<file path="src/rtl/pulse_pkg.sv">
// Shared definitions for the pulse generator/monitor pair.
package pulse_pkg;

  // Generator default period; the monitor defaults to the same value.
  localparam int unsigned DefaultPeriod = 5;

  typedef enum logic [1:0] {
    StIdle    = 2'd0,
    StAcquire = 2'd1,
    StLocked  = 2'd2
  } state_e;

endpackage

</file>
<file path="src/rtl/pulse_edge_detect.sv">
// Rising-edge detector for the monitored pulse train, with an optional
// high-run (pulse width) detector enabled by PULSE_MONITOR_WIDTH_CHECK_EN.
module pulse_edge_detect (
  input  logic clk,
  input  logic reset,
  input  logic signal_in,
  output logic rise,
  output logic width_err
);

  logic sig_q;

  // Sampled through reset too, so a line held high at release is not an edge.
  always_ff @(posedge clk) begin
    sig_q <= signal_in;
  end

  assign rise = signal_in & ~sig_q;

`ifdef PULSE_MONITOR_WIDTH_CHECK_EN
  logic hi_run;
  logic run_d, run_q;

  assign hi_run = signal_in & sig_q;

  // run_q marks a high run that has already been reported.
  always_comb begin
    run_d = hi_run;
    if (reset) begin
      run_d = signal_in;
    end
  end

  always_ff @(posedge clk) begin
    run_q <= run_d;
  end

  assign width_err = hi_run & ~run_q & ~reset;
`else
  logic unused_reset;
  assign unused_reset = reset;
  assign width_err    = 1'b0;
`endif

endmodule

</file>
<file path="src/rtl/pulse_monitor.sv">
// Receive-side checker for the periodic pulse train: measures rising-edge
// intervals, tracks lock, flags mismatches/timeouts. Optional pulse width
// check is enabled by defining PULSE_MONITOR_WIDTH_CHECK_EN.
module pulse_monitor
  import pulse_pkg::*;
#(
  parameter int unsigned PERIOD     = DefaultPeriod,
  parameter int unsigned CNT_W      = 8,
  parameter int unsigned LOCK_COUNT = 4,
  parameter int unsigned TIMEOUT    = 10
) (
  input  logic             clk,
  input  logic             reset,
  input  logic             signal_in,
  output logic [CNT_W-1:0] period_out,
  output logic             period_valid,
  output logic             locked,
  output logic             error,
  output logic [15:0]      pulse_count
);

  localparam int unsigned GoodW = $clog2(LOCK_COUNT + 1);

  localparam logic [CNT_W-1:0] PeriodVal   = CNT_W'(PERIOD);
  localparam logic [CNT_W-1:0] TimeoutLast = CNT_W'(TIMEOUT - 1);
  localparam logic [CNT_W-1:0] GapMax      = {CNT_W{1'b1}};
  localparam logic [GoodW-1:0] LockVal     = GoodW'(LOCK_COUNT);

  logic rise;
  logic width_err;

  pulse_edge_detect u_edge_detect (
    .clk       (clk),
    .reset     (reset),
    .signal_in (signal_in),
    .rise      (rise),
    .width_err (width_err)
  );

  state_e             state_d, state_q;
  logic [CNT_W-1:0]   gap_d, gap_q;
  logic [GoodW-1:0]   good_d, good_q;
  logic [CNT_W-1:0]   period_out_d, period_out_q;
  logic               period_valid_d, period_valid_q;
  logic               locked_d, locked_q;
  logic               error_d, error_q;
  logic [15:0]        pulse_count_d, pulse_count_q;

  logic               active;
  logic [CNT_W-1:0]   period;
  logic               period_ok;
  logic               timeout;

  assign active    = (state_q != StIdle);
  assign period    = gap_q + CNT_W'(1);
  assign period_ok = (period == PeriodVal);
  // A rise on the last gap cycle takes precedence over the timeout.
  assign timeout   = active && (gap_q == TimeoutLast) && !rise;

  always_comb begin
    state_d        = state_q;
    gap_d          = gap_q;
    good_d         = good_q;
    period_out_d   = period_out_q;
    period_valid_d = 1'b0;
    error_d        = 1'b0;
    pulse_count_d  = pulse_count_q + 16'(rise);

    if (!active || rise) begin
      gap_d = '0;
    end else if (gap_q != GapMax) begin
      gap_d = gap_q + CNT_W'(1);
    end

    if (rise && active) begin
      period_valid_d = 1'b1;
      period_out_d   = period;
    end

    unique case (state_q)
      StIdle: begin
        if (rise) begin
          state_d = StAcquire;
          good_d  = '0;
        end
      end
      StAcquire: begin
        if (timeout) begin
          state_d = StIdle;
          good_d  = '0;
          error_d = 1'b1;
        end else if (rise && !period_ok) begin
          good_d  = '0;
          error_d = 1'b1;
        end else if (rise) begin
          good_d = good_q + GoodW'(1);
          if (good_d == LockVal) begin
            state_d = StLocked;
          end
        end
        if (width_err) begin
          good_d  = '0;
          error_d = 1'b1;
        end
      end
      StLocked: begin
        if (timeout) begin
          state_d = StIdle;
          good_d  = '0;
          error_d = 1'b1;
        end else if ((rise && !period_ok) || width_err) begin
          state_d = StAcquire;
          good_d  = '0;
          error_d = 1'b1;
        end
      end
      default: begin
        state_d = StIdle;
        good_d  = '0;
      end
    endcase

    locked_d = (state_d == StLocked);
  end

  always_ff @(posedge clk) begin
    if (reset) begin
      state_q        <= StIdle;
      gap_q          <= '0;
      good_q         <= '0;
      period_out_q   <= '0;
      period_valid_q <= 1'b0;
      locked_q       <= 1'b0;
      error_q        <= 1'b0;
      pulse_count_q  <= '0;
    end else begin
      state_q        <= state_d;
      gap_q          <= gap_d;
      good_q         <= good_d;
      period_out_q   <= period_out_d;
      period_valid_q <= period_valid_d;
      locked_q       <= locked_d;
      error_q        <= error_d;
      pulse_count_q  <= pulse_count_d;
    end
  end

  assign period_out   = period_out_q;
  assign period_valid = period_valid_q;
  assign locked       = locked_q;
  assign error        = error_q;
  assign pulse_count  = pulse_count_q;

endmodule

</file>
<file path="config.mk">
export PLATFORM = sky130hd
export DESIGN_NAME = pulse_monitor
export DESIGN_NICKNAME = d
export VERILOG_FILES = /design/src/rtl/pulse_pkg.sv /design/src/rtl/pulse_edge_detect.sv /design/src/rtl/pulse_monitor.sv
export SDC_FILE = /design/constraint.sdc
export NUM_CORES = 1
export LEC_CHECK = 0
export CAP_MARGIN = 10
export CORE_MARGIN = 2
export CORE_UTILIZATION = 40
export DETAILED_ROUTE_END_ITERATION = 10
export HOLD_SLACK_MARGIN = 0.05
export PLACE_DENSITY = 0.73
export SYNTH_ARGS = -nofsm -noshare
export SYNTH_HDL_FRONTEND = slang
export SYNTH_HIERARCHICAL = 1
export SYNTH_SLANG_ARGS = --single-unit
</file>
<file path="constraint.sdc">
create_clock -name clk -period 4.5 [get_ports clk]
set_input_delay 1.125 -clock clk [delete_from_list [all_inputs] [get_ports clk]]
set_output_delay 1.125 -clock clk [all_outputs]
set_load 0.005 [all_outputs]
</file>
==> summary by stage, run 1 <==
Outcome
The run finished with clean final reports.

CTS
The total setup buffers inserted after CTS is 0. The number of buffers between clock root and the deepest sink is 2. The clock sink total is 41.

The number of clock buffers inserted by TritonCTS is 5. The clock transition time at the flip-flop clock pins of the worst setup and hold paths is 0.08 ns. The number of levels the H-tree was split into is 2. The source-to-sink clock delay at the later pin of the worst-skew pair is 0.29 ns. The quantity of gates resized following cts is 0. For this design, the CTS-stage hold fixing added 0 buffers. The root buffer cell chosen for the clock tree is sky130_fd_sc_hd__clkbuf_8. The clock tree from TritonCTS is built.

GRT
The via count of the first global-routing pass is 1461. The largest net degree at the start of global routing is 32. The initial antenna violation count is 0. After global routing the overflow that remains totals 0. The wire length of the first global-routing pass is 6.47 mm. For this run, the total global-route usage over all layers was measured as 15.2%.

Cells and area
The share of final-layout standard cells stronger than drive strength 1 is 8.54%. Relative to the synthesized area, the layout overhead comes to 22.3%. The final antenna diode count is 0. At the end of the flow, the number of nets in the layout was 260. After routing the design area is 2430 µm².

STA
The headroom to the max-slew limit is 43.4%. Setup repair after global routing left no endpoint under its margin. Setup violations remaining at the end of the flow were counted as 0. At the pin with the least slew margin, the transition time is 0.845 ns.

In the final timing run, aggregate negative setup slack is 0 ns. The final hold violation count was 0. The final critical-path share of the clock period is 62.5%. The setup skew after layout is 0.00452 ns. Derived from the worst setup path, the maximum achievable clock frequency is 0.356 GHz. The final critical path time including I/O delays and setup is 2.81 ns. The final count of pins violating max slew is 0. The smallest setup slack after layout is 1.69 ns.

Pwr
Dividing total power by cell area gives a power density of 290 nW/µm². The peak ir drop on the vdd network is 0.000112 V. The total power of the final layout is 0.705 mW.

The leakage power of the design is 0.880 nW.

Worst hold path
The path class of the tightest hold or removal check is reg -> reg.

Logic synthesis
The synthesized design contains 41 register bits. After synthesis, flip-flops and latches occupy 41.3% of the total area. The library cell occupying the most area in the post-synthesis netlist is sky130_fd_sc_hd__dfxtp_1.

Of the post-synthesis cell area, the dominant cell type holds 41.3%. The flip-flop cell with the highest count after synthesis is sky130_fd_sc_hd__dfxtp_1. The number of enable flip-flop cells after synthesis is 0. The commonest cells after synthesis are sky130_fd_sc_hd__dfxtp_1 (41), sky130_fd_sc_hd__nor2_1 (27), sky130_fd_sc_hd__nand3_1 (16). The async set-reset flop share out of synthesis is 0%. After synthesis, the netlist uses 44 different library cells.

The average instance in the mapped netlist occupies 9.07 µm². Ranked by total cell area, the synthesized netlist is headed by sky130_fd_sc_hd__dfxtp_1 (41%), sky130_fd_sc_hd__ha_1 (6.9%), sky130_fd_sc_hd__nor2_1 (5.1%), sky130_fd_sc_hd__nand3_1 (4.0%), sky130_fd_sc_hd__xnor2_1 (4.0%). The most frequent cell after synthesis is sky130_fd_sc_hd__dfxtp_1. Summing every instance area after synthesis gives 1990 µm². The Yosys step of the flow raised 6 warnings. Synthesis handed over a netlist of 219 instances.

The number of nets handed over by synthesis was 233.

Placement
After detailed placement, the total cell area comes to 2320 µm². The congestion estimate from routability-driven global placement came to 0.893. The worst-case setup slack after placement is 1.36 ns. The detailed-placement wirelength estimate is 2.81 mm.

During placement, the flow inserted port buffers numbering 29.

Floorplan
From left edge to right edge, the die measures 74.5 µm. For this design the top-level I/O count stands at 30. The initialized floorplan defines 25 standard-cell rows. The region available for standard cell placement spans 4750 µm². The area of the die is 5540 µm². The initial core utilization is 41.8%. The vertical extent of the die is 74.5 µm.

Setup path
The critical path data required time is 4.68 ns. The maximum fanout along the worst path is 15. The start-to-end type of the worst setup path is in -> reg. The launching element type of the critical path is an input port. The endpoint arrival time on the critical path is 2.99 ns. The critical path endpoint category is a register.

Detailed routing
In the routed layout, each cell is associated on average with a via count of 4.98. The overall routed net length is 3.82 mm. The antenna violation net count after detailed routing is 0. The number of optimization iterations in the first detailed-route pass is 4. The via count is 1558. In the routed design, unresolved DRC markers number 0. The first routing iteration left 58 violations. In the final routed layout, each cell accounts on average for 12.2 µm.

Run
Max-cap violations in this run came to 0.
-- sequential cells by signal, indices dropped and copies added, names as in the netlist --
name,cells
error,1
gap_q,8
good_q,3
locked,1
period_out,8
period_valid,1
pulse_count,16
state_q,2
u_edge_detect/sig_q,1
-- worst paths after layout --
check / slack [ns] / end / cells past startpoint / from
setup / recovery: 1.69 / period_out[1]$_SDFFE_PP0P_ / 6 / signal_in
hold / removal: 0.50 / good_q[1]$_SDFFE_PP0P_ / 2 / good_q[1]$_SDFFE_PP0P_
setup reg to reg: 2.46 / good_q[2]$_SDFFE_PP0P_ / 8 / state_q[0]$_SDFF_PP0_
hold reg to reg: 0.50 / good_q[1]$_SDFFE_PP0P_ / 2 / good_q[1]$_SDFFE_PP0P_
-- power breakdown --
group          switching [mW]  internal [mW]
Clock                   0.124          0.161
Sequential            0.00481          0.368
Combinational          0.0256         0.0216
-- through the flow --
stage / instances / utilization [%] / hold slack [ns]
detailed placement: 306 / 48.9 / 0.493
global placement: 306 / 48.9 / 0.483
floorplan: 219 / - / 0.466
CTS: 313 / 51.1 / 0.504
global route: 313 / 51.1 / 0.538
finish: 313 / 51.1 / 0.500
-- area by class of cell --
type                       count  area [µm²]
clock inverter                 2        35.0
multi-input combinational    162        1100
clock buffer                   5        68.8
sequential                    41         821
timing repair buffer          30         298
inverter                       6        22.5
tap                           67        83.8
fill                         450        2330
-- layer usage --
layer	part of all wire, %	GRT usage (%)	up-vias
met5	0	0	-
met4	1.8	6.35	0
met3	4.2	4.20	5
met2	49	25.9	29
met1	45	17.9	712
li1	-	-	812
-- cells in the final DEF (no fill, tap or decap), types with 6 or more instances in the layout --
cell                              count
sky130_fd_sc_hd__dfxtp_1             41
sky130_fd_sc_hd__clkdlybuf4s50_1     29
sky130_fd_sc_hd__nor2_1              27
sky130_fd_sc_hd__nand3_1             16
sky130_fd_sc_hd__a21oi_1             14
sky130_fd_sc_hd__ha_1                11
sky130_fd_sc_hd__xnor2_1              9
sky130_fd_sc_hd__nand2_1              9
sky130_fd_sc_hd__nor2b_1              9
sky130_fd_sc_hd__a211oi_1             8
sky130_fd_sc_hd__xor2_1               8
sky130_fd_sc_hd__inv_1                6
-- cells by family (layout without fill, tap and decap cells) --
group / count (synthesis) / after routing / share of synthesized area [%]
other: 1 / 1 / 0.189
adder cells (fa/ha/maj): 11 / 11 / 6.93
AO/OA/AOI/OAI: 38 / 38 / 12.6
buffers and inverters: 16 / 43 / 3.28
AND/OR/NAND/NOR: 94 / 94 / 27.7
flip-flops: 41 / 41 / 41.3
XOR/XNOR: 17 / 17 / 7.50
multiplexers: 1 / 1 / 0.504
-- worst max-delay path, cell delays in order --
cell,delay (ns)
sky130_fd_sc_hd__clkdlybuf4s50_1,0.47
sky130_fd_sc_hd__nor2b_4,0.28
sky130_fd_sc_hd__inv_1,0.13
sky130_fd_sc_hd__nor2_1,0.67
sky130_fd_sc_hd__mux2i_1,0.26
sky130_fd_sc_hd__nor2_1,0.05
(Power assumes the default switching activity.)
==> run 2, diff against run 1 <==
==> constraint.sdc (replaced) <==
create_clock -name clk -period 2.7 [get_ports clk]
set_input_delay 0.675 -clock clk [delete_from_list [all_inputs] [get_ports clk]]
set_output_delay 0.675 -clock clk [all_outputs]
set_load 0.005 [all_outputs]
==> summary by stage, run 2 (synthesis results as in run 1) <==
STA
The final count of pins violating max slew came to 0 (unchanged). Of the available clock period, the critical path in the final layout requires 81.8%. The total negative slack for setup checks came to 0 ns (unchanged). For this run, the top clock speed supported by timing is 0.453 GHz.

Setup repair after global routing left no endpoint under its margin. The final hold violation count is 0 (unchanged). The final critical path time including I/O delays and setup is 2.21 ns. The setup skew after layout is 0.0105 ns (+0.00600 ns). The count of final setup violators is 0 (unchanged).

The smallest setup slack after layout is 0.492 ns (-1.20 ns).

Cells and area
The share of the core filled with cells is 52.3% (+1.2 points). In the layout the commonest cells are sky130_fd_sc_hd__dfxtp_1 (41), sky130_fd_sc_hd__clkdlybuf4s50_1 (29), sky130_fd_sc_hd__nor2_1 (27), sky130_fd_sc_hd__nand3_1 (16), sky130_fd_sc_hd__a21oi_1 (14). The number of flip-flops in the largest register came to 16 (unchanged).

The final-stage net count is 263 (+1.2%). Leaving out fill and tap cells, the most frequent cell in the layout is sky130_fd_sc_hd__dfxtp_1. The number of inserted filler cells in the final layout is 465 (+3.3%). The share of final-layout standard cells stronger than drive strength 1 is 10.0% (+1.5 points).

The number of cells in the finished layout apart from fillers is 317 (+1.3%). The final antenna diode count is 0 (unchanged). The area growth from synthesis to layout is 25.1%.

Setup path
The critical path goes through clkdlybuf4s50_1 -> nor2b_4 -> nor4b_2 -> nand3_1 -> and2_1 -> a21boi_0 -> o22ai_1 -> and3_1. The number of cells on the critical path was 8 (+2). The endpoint arrival time on the critical path is 2.46 ns (-0.53 ns). The start-to-end type of the worst setup path is in -> reg. The critical path data required time is 2.95 ns (-1.73 ns). The highest-delay cell along the critical path is sky130_fd_sc_hd__clkdlybuf4s50_1. The critical path endpoint category is a register. The critical path buffer and inverter count was 1 (-1). The maximum fanout along the worst path was 9 (-6). The launching element type of the critical path is an input port.

The family with the most delay on the worst path is simple AND/OR/NAND/NOR gates. The number of cells traversed by the worst register-to-register path is 8 (unchanged). The delay of the slowest cell on the worst path is 0.42 ns (-0.25 ns).

Detailed routing
The average via count per standard cell is 5.06 (+1.7%). The iteration-0 DRC count of the detailed router is 77 (+33%). The antenna violation net count after detailed routing is 0 (unchanged). The overall routed net length came to 3.85 mm (+0.68%). The via count came to 1605 (+3.0%).

The final routed wire length divided by cell count is 12.1 µm (-0.59%). The number of optimization iterations in the first detailed-route pass is 4 (unchanged). The detailed-route DRC error count came to 0 (unchanged).

Pwr
The total power of the final layout was 1.30 mW (+85%). The leakage power of the design was 0.911 nW (+3.5%). The peak ir drop on the vdd network is 0.000270 V (+140%).

The power density relative to cell area is 524 nW/µm² (+80%).

Placement
The worst-case setup slack after placement is 0.196 ns (-1.17 ns). The count of placed standard cells including taps is 309 (+0.98%). The detailed-placement wirelength estimate was 2.83 mm (+0.80%). The final RePlAce weighted congestion is 0.833 (-6.8%). The count of port buffers added during placement was 29 (unchanged).

Floorplan
The area of the core region came to 4750 µm² (unchanged). The vertical extent of the die is 74.5 µm (unchanged). The initial core utilization is 41.8% (unchanged). The die span in x is 74.5 µm (unchanged).

The area of the die is 5540 µm² (unchanged). The I/O pin count was 30 (unchanged). The total number of placement rows was 25 (unchanged).

CTS
TritonCTS built the clock tree. The clock transition time at the flip-flop clock pins of the worst setup and hold paths came to 0.08 ns (about the same). The total setup buffers inserted after CTS is 0 (unchanged). The clock sink total was 41 (unchanged).

The source-to-sink clock delay at the later pin of the worst-skew pair is 0.31 ns (+0.02 ns). The count of hold buffers inserted by post-cts repair was 0 (unchanged). The quantity of gates resized following cts came to 0 (unchanged). The number of buffers between clock root and the deepest sink was 2 (unchanged). The clock tree root buffer cell is sky130_fd_sc_hd__clkbuf_8. The number of levels the H-tree was split into is 2 (unchanged). The number of clock buffers inserted by TritonCTS is 5 (unchanged).

GRT
The global-route total usage across every layer was 15.3% (+0.18 points). The via count of the first global-routing pass is 1468 (+0.48%). The initial antenna violation count was 0 (unchanged). The largest net degree at the start of global routing is 17 (-47%).

The remaining global-route overflow is 0 (unchanged). The wire length of the first global-routing pass is 6.51 mm (+0.74%).

Outcome
The flow ran to the end, and the final reports show no timing, DRC or antenna violations.

Run
The max-cap violation count is 0 (unchanged).

Worst hold path
The worst hold path belongs to the class reg -> reg. The hold-critical path depth is 2 (unchanged).
[run 2: power by group]
part / switching [mW] / internal [mW]
combinational: 0.0422 / 0.0371
clock: 0.228 / 0.372
sequential: 0.00837 / 0.613
[run 2: worst register-to-register path: stages (launching register included)]
cell	delay, ns
sky130_fd_sc_hd__dfxtp_1	0.42
sky130_fd_sc_hd__inv_1	0.09
sky130_fd_sc_hd__ha_1	0.28
sky130_fd_sc_hd__nor4b_2	0.31
sky130_fd_sc_hd__nand3_1	0.18
sky130_fd_sc_hd__and2_1	0.21
sky130_fd_sc_hd__a21boi_0	0.12
sky130_fd_sc_hd__o22ai_1	0.18
sky130_fd_sc_hd__and3_1	0.17
[run 2: final cells by class]
class / instances / area, µm² / area share (%)
inverter: 6 / 22.5 / 0.906
clock buffer: 5 / 68.8 / 2.77
multi-input combinational: 162 / 1100 / 44.3
sequential: 41 / 821 / 33.0
tap: 67 / 83.8 / 3.37
timing repair buffer: 33 / 320 / 12.9
clock inverter: 3 / 68.8 / 2.77
[run 2: worst paths after layout]
check | slack, ns | start | end
max reg2reg | 0.69 | state_q[0]$_SDFF_PP0_ | locked$_SDFF_PP0_
max | 0.49 | signal_in | locked$_SDFF_PP0_
min | 0.51 | good_q[1]$_SDFFE_PP0P_ | good_q[1]$_SDFFE_PP0P_
min reg2reg | 0.51 | good_q[1]$_SDFFE_PP0P_ | good_q[1]$_SDFFE_PP0P_
[run 2: metrics by stage]
step | instance area [µm²] | hold WS (ns)
after floorplan | 1990 | 0.466
after global placement | 2350 | 0.481
after detailed placement | 2350 | 0.493
after CTS | 2480 | 0.507
after global routing | 2480 | 0.528
final | 2480 | 0.506
[run 2: routing by layer]
| metal | GRT usage [%] | routed length [µm] | up-vias |
|---|---|---|---|
| met5 | 0 | 0 | - |
| met4 | 8.93 | 87 | 0 |
| met3 | 2.85 | 142 | 8 |
| met2 | 25.6 | 1800 | 33 |
| met1 | 18.4 | 1820 | 746 |
| li1 | - | - | 818 |
